File: src/rtl/store_pkg.sv
// Shared definitions for the store read-modify-write path.
package store_pkg;

    localparam int unsigned XLEN  = 32;
    localparam int unsigned CNT_W = 8;

    localparam logic [2:0] FUNCT3_SB = 3'b000;
    localparam logic [2:0] FUNCT3_SH = 3'b001;
    localparam logic [2:0] FUNCT3_SW = 3'b010;

    typedef enum logic [2:0] {
        ST_IDLE  = 3'd0,
        ST_CHECK = 3'd1,
        ST_READ  = 3'd2,
        ST_WRITE = 3'd3,
        ST_DONE  = 3'd4,
        ST_FAULT = 3'd5
    } state_e;

    // Latched store request; only the byte offset of the address is kept,
    // the word part goes straight into the memory address register.
    typedef struct packed {
        logic [2:0]      funct3;
        logic [1:0]      addr_lo;
        logic [XLEN-1:0] data;
    } store_req_t;

    // Legal funct3 with natural alignment for its access size.
    function automatic logic is_legal(input logic [2:0] funct3,
                                      input logic [1:0] addr_lo);
        logic ok;
        ok = 1'b0;
        case (funct3)
            FUNCT3_SB: ok = 1'b1;
            FUNCT3_SH: ok = ~addr_lo[0];
            FUNCT3_SW: ok = (addr_lo == 2'b00);
            default:   ok = 1'b0;
        endcase
        return ok;
    endfunction

endpackage

File: src/rtl/store_lane_merge.sv
// Combinational lane merge: drops a new byte/halfword/word into an old word.
//   old_word : word read back from memory
//   new_data : rs2 value (low byte/halfword used for sb/sh)
//   funct3   : store size
//   addr_lo  : byte offset within the word
//   merged_c : word to write back
module store_lane_merge
    import store_pkg::*;
(
    input  logic [XLEN-1:0] old_word,
    input  logic [XLEN-1:0] new_data,
    input  logic [2:0]      funct3,
    input  logic [1:0]      addr_lo,
    output logic [XLEN-1:0] merged_c
);

    always_comb begin
        merged_c = old_word;
        case (funct3)
            FUNCT3_SB: merged_c[{addr_lo, 3'b000} +: 8]     = new_data[7:0];
            FUNCT3_SH: merged_c[{addr_lo[1], 4'b0000} +: 16] = new_data[15:0];
            FUNCT3_SW: merged_c = new_data;
            default:   merged_c = old_word;
        endcase
    end

endmodule

File: src/rtl/store_rmw_unit.sv
// Store unit for a word-only data memory: sb/sh become read-modify-write,
// sw is a single write. Misalignment, illegal funct3 and memory timeouts
// abort the store with a one-cycle st_fault pulse.
//   st_*  : request from execute (valid/ready), done/fault pulses
//   mem_* : word memory port, rd/wr requests held until mem_ack
module store_rmw_unit
    import store_pkg::*;
#(
    parameter int unsigned TIMEOUT = 16
)
(
    input  logic            clk,
    input  logic            rst_n,
    input  logic            st_valid,
    output logic            st_ready,
    input  logic [2:0]      st_funct3,
    input  logic [XLEN-1:0] st_addr,
    input  logic [XLEN-1:0] st_data,
    output logic            st_done,
    output logic            st_fault,
    output logic [XLEN-1:0] mem_addr,
    output logic            mem_rd_en,
    output logic            mem_wr_en,
    output logic [XLEN-1:0] mem_wdata,
    input  logic [XLEN-1:0] mem_rdata,
    input  logic            mem_ack
);

    state_e          state_q;
    state_e          state_d;
    store_req_t      req_q;
    logic [CNT_W-1:0] cnt_q;
    logic [CNT_W-1:0] cnt_d;
    logic [XLEN-1:0] wdata_d;
    logic [XLEN-1:0] merged_c;
    logic            load_req;
    logic            legal_c;
    logic            timeout_c;

    assign legal_c   = is_legal(req_q.funct3, req_q.addr_lo);
    assign timeout_c = (cnt_q == CNT_W'(TIMEOUT - 1));

    // Merge uses the read data directly; it is only consumed in the ack cycle.
    store_lane_merge u_merge (
        .old_word (mem_rdata),
        .new_data (req_q.data),
        .funct3   (req_q.funct3),
        .addr_lo  (req_q.addr_lo),
        .merged_c (merged_c)
    );

    // Next-state, timeout counter and write-data selection.
    always_comb begin
        state_d  = state_q;
        cnt_d    = cnt_q;
        wdata_d  = mem_wdata;
        load_req = 1'b0;
        case (state_q)
            ST_IDLE: begin
                if (st_valid) begin
                    load_req = 1'b1;
                    state_d  = ST_CHECK;
                end
            end
            ST_CHECK: begin
                cnt_d = '0;
                if (!legal_c) begin
                    state_d = ST_FAULT;
                end else if (req_q.funct3 == FUNCT3_SW) begin
                    wdata_d = req_q.data;
                    state_d = ST_WRITE;
                end else begin
                    state_d = ST_READ;
                end
            end
            ST_READ: begin
                if (mem_ack) begin
                    wdata_d = merged_c;
                    cnt_d   = '0;
                    state_d = ST_WRITE;
                end else if (timeout_c) begin
                    state_d = ST_FAULT;
                end else begin
                    cnt_d = cnt_q + CNT_W'(1);
                end
            end
            ST_WRITE: begin
                if (mem_ack) begin
                    state_d = ST_DONE;
                end else if (timeout_c) begin
                    state_d = ST_FAULT;
                end else begin
                    cnt_d = cnt_q + CNT_W'(1);
                end
            end
            ST_DONE:  state_d = ST_IDLE;
            ST_FAULT: state_d = ST_IDLE;
            default:  state_d = ST_IDLE;
        endcase
    end

    // State, counter and request registers.
    always_ff @(posedge clk or negedge rst_n) begin
        if (!rst_n) begin
            state_q <= ST_IDLE;
            cnt_q   <= '0;
            req_q   <= '0;
        end else begin
            state_q <= state_d;
            cnt_q   <= cnt_d;
            if (load_req) begin
                req_q.funct3  <= st_funct3;
                req_q.addr_lo <= st_addr[1:0];
                req_q.data    <= st_data;
            end
        end
    end

    // Outputs are registered copies of the next-state decode, so they line
    // up with the state and reset asynchronously with it.
    always_ff @(posedge clk or negedge rst_n) begin
        if (!rst_n) begin
            st_ready  <= 1'b1;
            st_done   <= 1'b0;
            st_fault  <= 1'b0;
            mem_rd_en <= 1'b0;
            mem_wr_en <= 1'b0;
            mem_addr  <= '0;
            mem_wdata <= '0;
        end else begin
            st_ready  <= (state_d == ST_IDLE);
            st_done   <= (state_d == ST_DONE);
            st_fault  <= (state_d == ST_FAULT);
            mem_rd_en <= (state_d == ST_READ);
            mem_wr_en <= (state_d == ST_WRITE);
            mem_wdata <= wdata_d;
            if (load_req) begin
                mem_addr <= {st_addr[XLEN-1:2], 2'b00};
            end
        end
    end

endmodule

File: config.mk
export PLATFORM = sky130hd
export DESIGN_NAME = store_rmw_unit
export DESIGN_NICKNAME = d
export VERILOG_FILES = /design/src/rtl/store_pkg.sv /design/src/rtl/store_lane_merge.sv /design/src/rtl/store_rmw_unit.sv
export SDC_FILE = /design/constraint.sdc
export NUM_CORES = 1
export LEC_CHECK = 0
export BUFFER_PORTS_ARGS = -buffer_cell sky130_fd_sc_hd__buf_2
export CELL_PAD_IN_SITES_DETAIL_PLACEMENT = 1
export CELL_PAD_IN_SITES_GLOBAL_PLACEMENT = 1
export CORE_UTILIZATION = 42
export CTS_CLUSTER_DIAMETER = 80
export DETAILED_ROUTE_END_ITERATION = 10
export GPL_ROUTABILITY_DRIVEN = 0
export HOLD_SLACK_MARGIN = 0.1
export PLACE_DENSITY = 0.9
export SYNTH_ARGS = -nofsm -noshare
export SYNTH_HDL_FRONTEND = slang
export SYNTH_SLANG_ARGS = --single-unit
File: constraint.sdc
create_clock -name clk -period 4.8 [get_ports clk]
set_clock_uncertainty 0.15 [all_clocks]
set_input_delay 1.44 -clock clk [delete_from_list [all_inputs] [get_ports clk]]
set_output_delay 1.44 -clock clk [all_outputs]
set_load 0.03 [all_outputs]
==> out/qor.yml, run 1 <==
clock_network:
  cts_buffer_depth: 2
  postCtsSetupBuffers: 0
  clkSinkCount: 115
  cts_buffers: 17
  cts_tree: "built"
  cts_hold_buf: 0
  cts_root_buffer: "clkbuf_16"
  clkLatencyLatePin_ns: 0.42
  path_clk_slew_ns: 0.05
  cts.htree.levels: 4
  cts_resized: 0
final_layout:
  final_nets: 734
  area_growth_pct: 28.6
  drive_gt1_share_pct: 44.5
power:
  p_leak_nw: 3.17
  vdd_ir_drop_max_mv: 0.355
  finalPower_w: 0.00543
  p_per_area_nw_per_um2: 781
synth:
  yosysSeqAreaShare_pct: 53.2
  synthTopCellsByCount: "dfrtp_1, mux2_2, nor2_1"
  netlist_top_cells_area: "dfrtp_1, mux2_2, a21oi_1"
  yosysWarnings: 0
  yosysUniqueCellTypes: 59
  synth-seq-cells: 115
  synth-edff-count: 0
  ys_async_sr_fraction_pct: 100
  avgSynthCellArea_um2: 11.6
  yosysMostFrequentCell: "dfrtp_1"
  yosys.area.top_type: "dfrtp_1"
  syn_inst: 467
  synth_top_cell_area_share_pct: 52.7
  ys.flop_type: "dfrtp_1"
  netlist_area_um2: 5410
sta:
  max-slew-margin-rel_pct: 24.0
  worst_slew_pin_slew_ns: 1.14
  maxSlewViolCount: 0
  grt_setup_unrepaired: "no"
  setup_viol: 0
  hold_viol: 0
  fmax_mhz: 309
  tns_ns: 0
  min_period_over_period_pct: 67.5
  fin_crit_ns: 3.24
floorplan:
  io_pins: 172
  die_w_um: 116
  start_util_pct: 43.1
  die-area_um2: 13300
  rows: 41
  coreArea_um2: 12600
  die_y_um: 116
routing:
  drtIter0Drc: 428
  firstDrtPassIters: 7
  drc: 0
  wl_met3_um: 1240
  vias: 4673
  antenna_left: 0
  dr.max_layer_used: "met4"
  drt-wirelength-per-cell_um: 20.8
  routed_wl_um: 16800
  avgViaCountPerCell: 5.76
  wl_met2_um: 8340
  drt-met1-wl_um: 6700
worst_setup_path:
  slowest_stage: "nor3b_4"
  path_cells: "nor3b_4 > nand2b_1 > or2_0 > a222oi_1 > a21oi_1"
  critical_path_class: "reg2reg"
  cp.required_ns: 4.93
  crit_fanout: 17
  cpPeakStageDelay_ns: 0.60
  r2r_start: "state_q[1]"
  cp-end-kind: "flop"
  rrSetupSlack_ns: 1.56
  timing.rr.end: "mem_wdata[12]"
  cp-start-kind: "flop"
  crit_arrival_ns: 3.37
  rr_worst_depth: 5
min_path:
  hold_class: "reg2reg"
  worstHoldStart: "req_q[28]"
  whs_endpoint: "req_q[28]"
  worstHoldPathCells: 1
grt:
  grt_max_degree: 92
  grt_pass1_vias: 4872
  track_usage_pct: 26.2
  grt_pass1_wl_um: 26200
  antenna_found_initial: 1
  overflow: 0
run:
  maxCapViolCount: 0
placed_design:
  hpwl_um: 11300
  io_buffers: 169
outcome:
  status: "finished clean"
[routing by layer]
metal	track usage, %	vias to the layer above
met5	0	-
met4	14.3	0
met3	8.53	48
met2	40.7	225
met1	32.5	2370
li1	-	2030
[metrics by stage]
| step | util, % | cell area (µm²) | std cells | setup slack (ns) | hold WS (ns) |
|---|---|---|---|---|---|
| 2_1_floorplan | - | 5420 | 468 | 2.14 | 0.302 |
| 3_3_place_gp | 50.4 | 6340 | 778 | 1.70 | 0.331 |
| 3_5_place_dp | 50.4 | 6340 | 778 | 1.61 | 0.343 |
| 4_1_cts | 55.3 | 6960 | 810 | 1.62 | 0.342 |
| 5_1_grt | 55.4 | 6960 | 811 | 1.33 | 0.357 |
| 6_report | 55.4 | 6960 | 811 | 1.56 | 0.341 |
[logic make-up after synthesis]
group / count (synthesis) / synth area share [%]
fa+ha+maj: 6 / 1.39
simple gates: 121 / 12.4
mux: 72 / 15.0
other cells: 1 / 0.0693
compound gates: 110 / 14.1
flops: 115 / 53.2
buf+inv: 41 / 3.70
xor+xnor: 1 / 0.162
[placed cells by master, fill, tap and decap left out, types with 2 or more instances in the layout]
| master | count |
|---|---|
| a22o_1 | 7 |
| clkinvlp_4 | 2 |
| and2_1 | 4 |
| and3_1 | 7 |
| nand2b_1 | 3 |
| buf_4 | 4 |
| conb_1 | 2 |
| a221oi_1 | 5 |
| clkbuf_8 | 2 |
| a21oi_1 | 37 |
| or2_2 | 2 |
| bufinv_16 | 4 |
| clkbuf_16 | 17 |
| a222oi_1 | 15 |
| clkbuf_1 | 3 |
| mux2_1 | 6 |
| nor3b_2 | 2 |
| clkinv_2 | 4 |
| a31oi_1 | 9 |
| nor2_1 | 42 |
| nand4b_1 | 2 |
| inv_1 | 7 |
| dfrtp_1 | 114 |
| o31ai_1 | 2 |
| nor3_1 | 4 |
| a221oi_2 | 3 |
| mux2_2 | 66 |
| nand2_1 | 22 |
| o21ai_0 | 19 |
| buf_2 | 168 |
| nand3_1 | 5 |
| ha_1 | 6 |
| nor2b_1 | 11 |
| a32oi_1 | 2 |
[flip-flops by register name (all words and copies together) (netlist names)]
register   flops
req_q         37
st_ready       1
state_q        3
st_fault       1
st_done        1
cnt_q          8
mem_wdata     32
mem_addr      30
mem_rd_en      1
mem_wr_en      1
[report_power, final]
part           leakage, nW  total (W)  internal (W)  switching [W]
registers             1.36    0.00187       0.00143       0.000439
clock network        0.300    0.00133      0.000891       0.000438
logic                 1.51    0.00223      0.000851        0.00138
total                 3.17    0.00543       0.00317        0.00226
[worst max path at each step]
| stage | from | end | slack (ns) | depth (start not counted) |
|---|---|---|---|---|
| 3_5_place_dp | state_q[1] | mem_wdata[12] | 1.61 | 5 |
| 4_1_cts | state_q[1] | mem_wdata[12] | 1.62 | 5 |
| 2_1_floorplan | mem_ack | mem_wdata[24] | 2.14 | 6 |
| 6_report | state_q[1] | mem_wdata[12] | 1.56 | 5 |
| 3_3_place_gp | st_valid | req_q[18] | 1.70 | 4 |
| 5_1_grt | state_q[1] | mem_wdata[12] | 1.33 | 5 |
[layout make-up]
class	instances	area [µm²]
timing repair buffer	172	871
multi-input combinational	312	2340
antenna	1	2.50
clock buffer	22	464
tap	172	215
inverter	7	26.3
fill	1373	5610
sequential	115	2880
clock inverter	10	155
[worst max-delay path, delay by kind of cell, from the launching register on]
kind | cells | cell delay (ns)
AND/OR/NAND/NOR | 3 | 1.73
AO/OA/AOI/OAI | 2 | 0.66
flip-flops | 1 | 0.56
Power figures use the tool's default switching activity.
==> run 2: changes to the inputs <==
Settings changed: ABC_AREA from default to 1, CORE_UTILIZATION 42 to 37, PLACE_DENSITY 0.9 to 0.86.
Clock period 4.8 ns to 3.2 ns, I/O delays scaled along.
==> out/qor.yml, run 2 <==
worst_setup_path:
  endpoint: "mem_wdata[0]"  # was mem_wdata[12]
  crit_fanout: 32  # was 17
  critical_path_class: "reg2reg"  # unchanged
  timing.rr.end: "mem_wdata[0]"  # was mem_wdata[12]
  cp-end-kind: "flop"  # unchanged
  startpoint: "req_q[32]"  # was state_q[1]
  rr_worst_depth: 9  # was 5
  rrSetupSlack_ns: 0.45  # was 1.56 ns
  cp-start-kind: "flop"  # unchanged
  crit_arrival_ns: 2.91  # was 3.37 ns
  cp.required_ns: 3.36  # was 4.93 ns
  r2r_start: "req_q[32]"  # was state_q[1]
sta:
  min_period_over_period_pct: 85.9  # was 67.5%
  setup_viol: 0  # unchanged
  max-slew-margin-rel_pct: 58.4  # was 24.0%
  tns_ns: 0  # unchanged
  fin_crit_ns: 2.75  # was 3.24 ns
  worst_slew_pin_slew_ns: 0.623  # was 1.14 ns
  hold_viol: 0  # unchanged
  maxSlewViolCount: 0  # unchanged
  fmax_mhz: 364  # was 309 MHz
  grt_setup_unrepaired: "no"  # unchanged
final_layout:
  final_area_um2: 7730  # was 6960 µm²
  largest_reg_flops: 37  # unchanged
  multi_input_area_um2: 2670  # was 2340 µm²
  final_common_cell: "nand2_1"  # was buf_2
  drive_gt1_share_pct: 22.4  # was 44.5%
  final_nets: 1138  # was 734
  largestRegisters: "req_q x37, mem_wdata x32, mem_addr x30"  # unchanged
  fillers: 2127  # was 1,373
  final_cell_mix: "nand2_1, buf_2, dfrtp_1, inv_1, nand3_1"  # was buf_2, dfrtp_1, mux2_2, nor2_1, a21oi_1
  largest_register: "req_q"  # unchanged
  regArea_um2: 2880  # unchanged
  area_growth_pct: 28.5  # was 28.6%
  post_layout_nonfiller_instances: 1259  # was 811
power:
  p_leak_nw: 4.38  # was 3.17 nW
  p_int_w: 0.00467  # was 0.00317 W
  vdd_ir_drop_max_mv: 0.466  # was 0.355 mV
  power_frac_seq_pct: 29.6  # was 34.4%
  p_comb_share_pct: 46.0  # was 41.1%
  clockPowerShare_pct: 24.4  # was 24.5%
  swShare_pct: 45.8  # was 41.6%
  switching_power_w: 0.00395  # was 0.00226 W
  p_per_area_nw_per_um2: 1120  # was 781 nW/µm²
grt:
  antenna_found_initial: 1  # unchanged
  track_usage_pct: 24.5  # was 26.2%
  overflow: 0  # unchanged
  grt_pass1_wl_um: 31500  # was 26,200 µm
  grt_max_degree: 68  # was 92
  grt_pass1_vias: 6414  # was 4,872
clock_network:
  clkSinkCount: 115  # unchanged
  cts_resized: 0  # unchanged
  postCtsSetupBuffers: 0  # unchanged
  cts_root_buffer: "clkbuf_16"  # unchanged
  cts_hold_buf: 0  # unchanged
  path_clk_slew_ns: 0.05  # about the same
  clkLatencyLatePin_ns: 0.42  # about the same
  cts_buffers: 17  # unchanged
  cts_buffer_depth: 2  # unchanged
  cts.htree.levels: 4  # unchanged
  cts_tree: "built"  # unchanged
run:
  maxCapViolCount: 0  # unchanged
floorplan:
  die_y_um: 129  # was 116 µm
  rows: 46  # was 41
  io_pins: 172  # unchanged
  start_util_pct: 37.9  # was 43.1%
  die-area_um2: 16800  # was 13,300 µm²
  coreArea_um2: 15900  # was 12,600 µm²
  die_w_um: 129  # was 116 µm
routing:
  antenna_left: 0  # unchanged
  drtIter0Drc: 220  # was 428
  routed_wl_um: 19300  # was 16,800 µm
  firstDrtPassIters: 4  # was 7
  vias: 6075  # was 4,673
  avgViaCountPerCell: 4.83  # was 5.76
  drt-wirelength-per-cell_um: 15.3  # was 20.8 µm
  drc: 0  # unchanged
synth:
  yosysWarnings: 0  # unchanged
  synth-seq-cells: 115  # unchanged
  netlist_top_cells_area: "dfrtp_1, nand2_1, nand3_1"  # was dfrtp_1, mux2_2, a21oi_1
  synth_top_cell_area_share_pct: 47.4  # was 52.7%
  ys.flop_type: "dfrtp_1"  # unchanged
  synthTopCellsByCount: "nand2_1, dfrtp_1, inv_1"  # was dfrtp_1, mux2_2, nor2_1
  synth-edff-count: 0  # unchanged
  yosysUniqueCellTypes: 26  # was 59
  yosysMostFrequentCell: "nand2_1"  # was dfrtp_1
  netlist_area_um2: 6010  # was 5410 µm²
  yosys.area.top_type: "dfrtp_1"  # unchanged
  yosysSeqAreaShare_pct: 47.9  # was 53.2%
  avgSynthCellArea_um2: 6.97  # was 11.6 µm²
  ys_async_sr_fraction_pct: 100  # unchanged
  syn_inst: 863  # was 467
outcome:
  status: "finished clean"  # unchanged
min_path:
  hold_class: "reg2reg"  # unchanged
  worstHoldPathCells: 2  # was 1
placed_design:
  io_buffers: 169  # unchanged
  place_area_um2: 7070  # was 6340 µm²
  placed_cells: 1226  # was 778
  hpwl_um: 14000  # was 11,300 µm
## run 2: cell count changes after synthesis, moves of 11 or more
cell      change
nand3_1      +60
mux2_2       -66
o21ai_0      +16
nor2_1       +21
nor2b_1      -11
inv_1        +66
a222oi_1     -15
nand2_1     +398
a21oi_1      -19
## run 2: through the flow
| stage | worst slack, ns | hold slack [ns] | utilization [%] | total power, W |
|---|---|---|---|---|
| 3_5_place_dp | 0.458 | 0.308 | 44.5 | 0.00653 |
| 6_report | 0.450 | 0.315 | 48.6 | 0.00862 |
| 4_1_cts | 0.434 | 0.321 | 48.6 | 0.00868 |
| 2_1_floorplan | 1.15 | 0.314 | - | 0.00527 |
| 5_1_grt | 0.192 | 0.337 | 48.6 | 0.00926 |
| 3_3_place_gp | 0.577 | 0.300 | 44.5 | 0.00638 |
## run 2: worst max-delay path, cell delays in order, from the launching register on
cell and delay [ns]:
dfrtp_1 0.52, inv_1 0.26, ha_1 0.26, o21ai_0 0.15
nand3_1 0.17, nand3_2 0.27, inv_2 0.55, nand3_1 0.17
nand2_1 0.09, inv_1 0.04
## run 2: power groups by stage
stage	logic (W)	clock network, W	registers, W
2_1_floorplan	0.00207	0	0.00320
3_3_place_gp	0.00382	0	0.00256
3_5_place_dp	0.00397	0	0.00256
4_1_cts	0.00400	0.00213	0.00255
5_1_grt	0.00443	0.00220	0.00263
6_report	0.00396	0.00211	0.00255
## run 2: worst min path at each step
stage | startpoint | to | slack (ns)
finish | mem_addr[21] | mem_addr[21] | 0.32
global route | mem_wdata[15] | mem_wdata[15] | 0.34
CTS | mem_addr[24] | mem_addr[24] | 0.32
detailed placement | mem_addr[14] | mem_addr[14] | 0.31
global placement | mem_addr[26] | mem_addr[26] | 0.30
floorplan | req_q[10] | req_q[10] | 0.31
## run 2: metal layers
layer	global-route usage, %	share of wire, %
met3	6.07	5.5
met1	29.4	43
met2	42.6	49
met5	0	0
met4	8.89	1.8
## run 2: final cells by class
class                      count  area share, %
antenna                        1         0.0324
tap                          216           3.50
clock inverter                10           2.30
multi-input combinational    636           34.6
sequential                   115           37.3
inverter                      79           3.84
clock buffer                  22           6.14
timing repair buffer         180           12.4
## run 2: cells by family (layout without fill, tap and decap cells)
logic type | after synthesis | count (layout) | synth area share, %
buffers and inverters | 113 | 291 | 7.93
other | 1 | 3 | 0.0624
AO/OA/AOI/OAI | 58 | 58 | 4.89
flip-flops | 115 | 115 | 47.9
AND/OR/NAND/NOR | 570 | 570 | 38.0
adder cells (fa/ha/maj) | 6 | 6 | 1.25
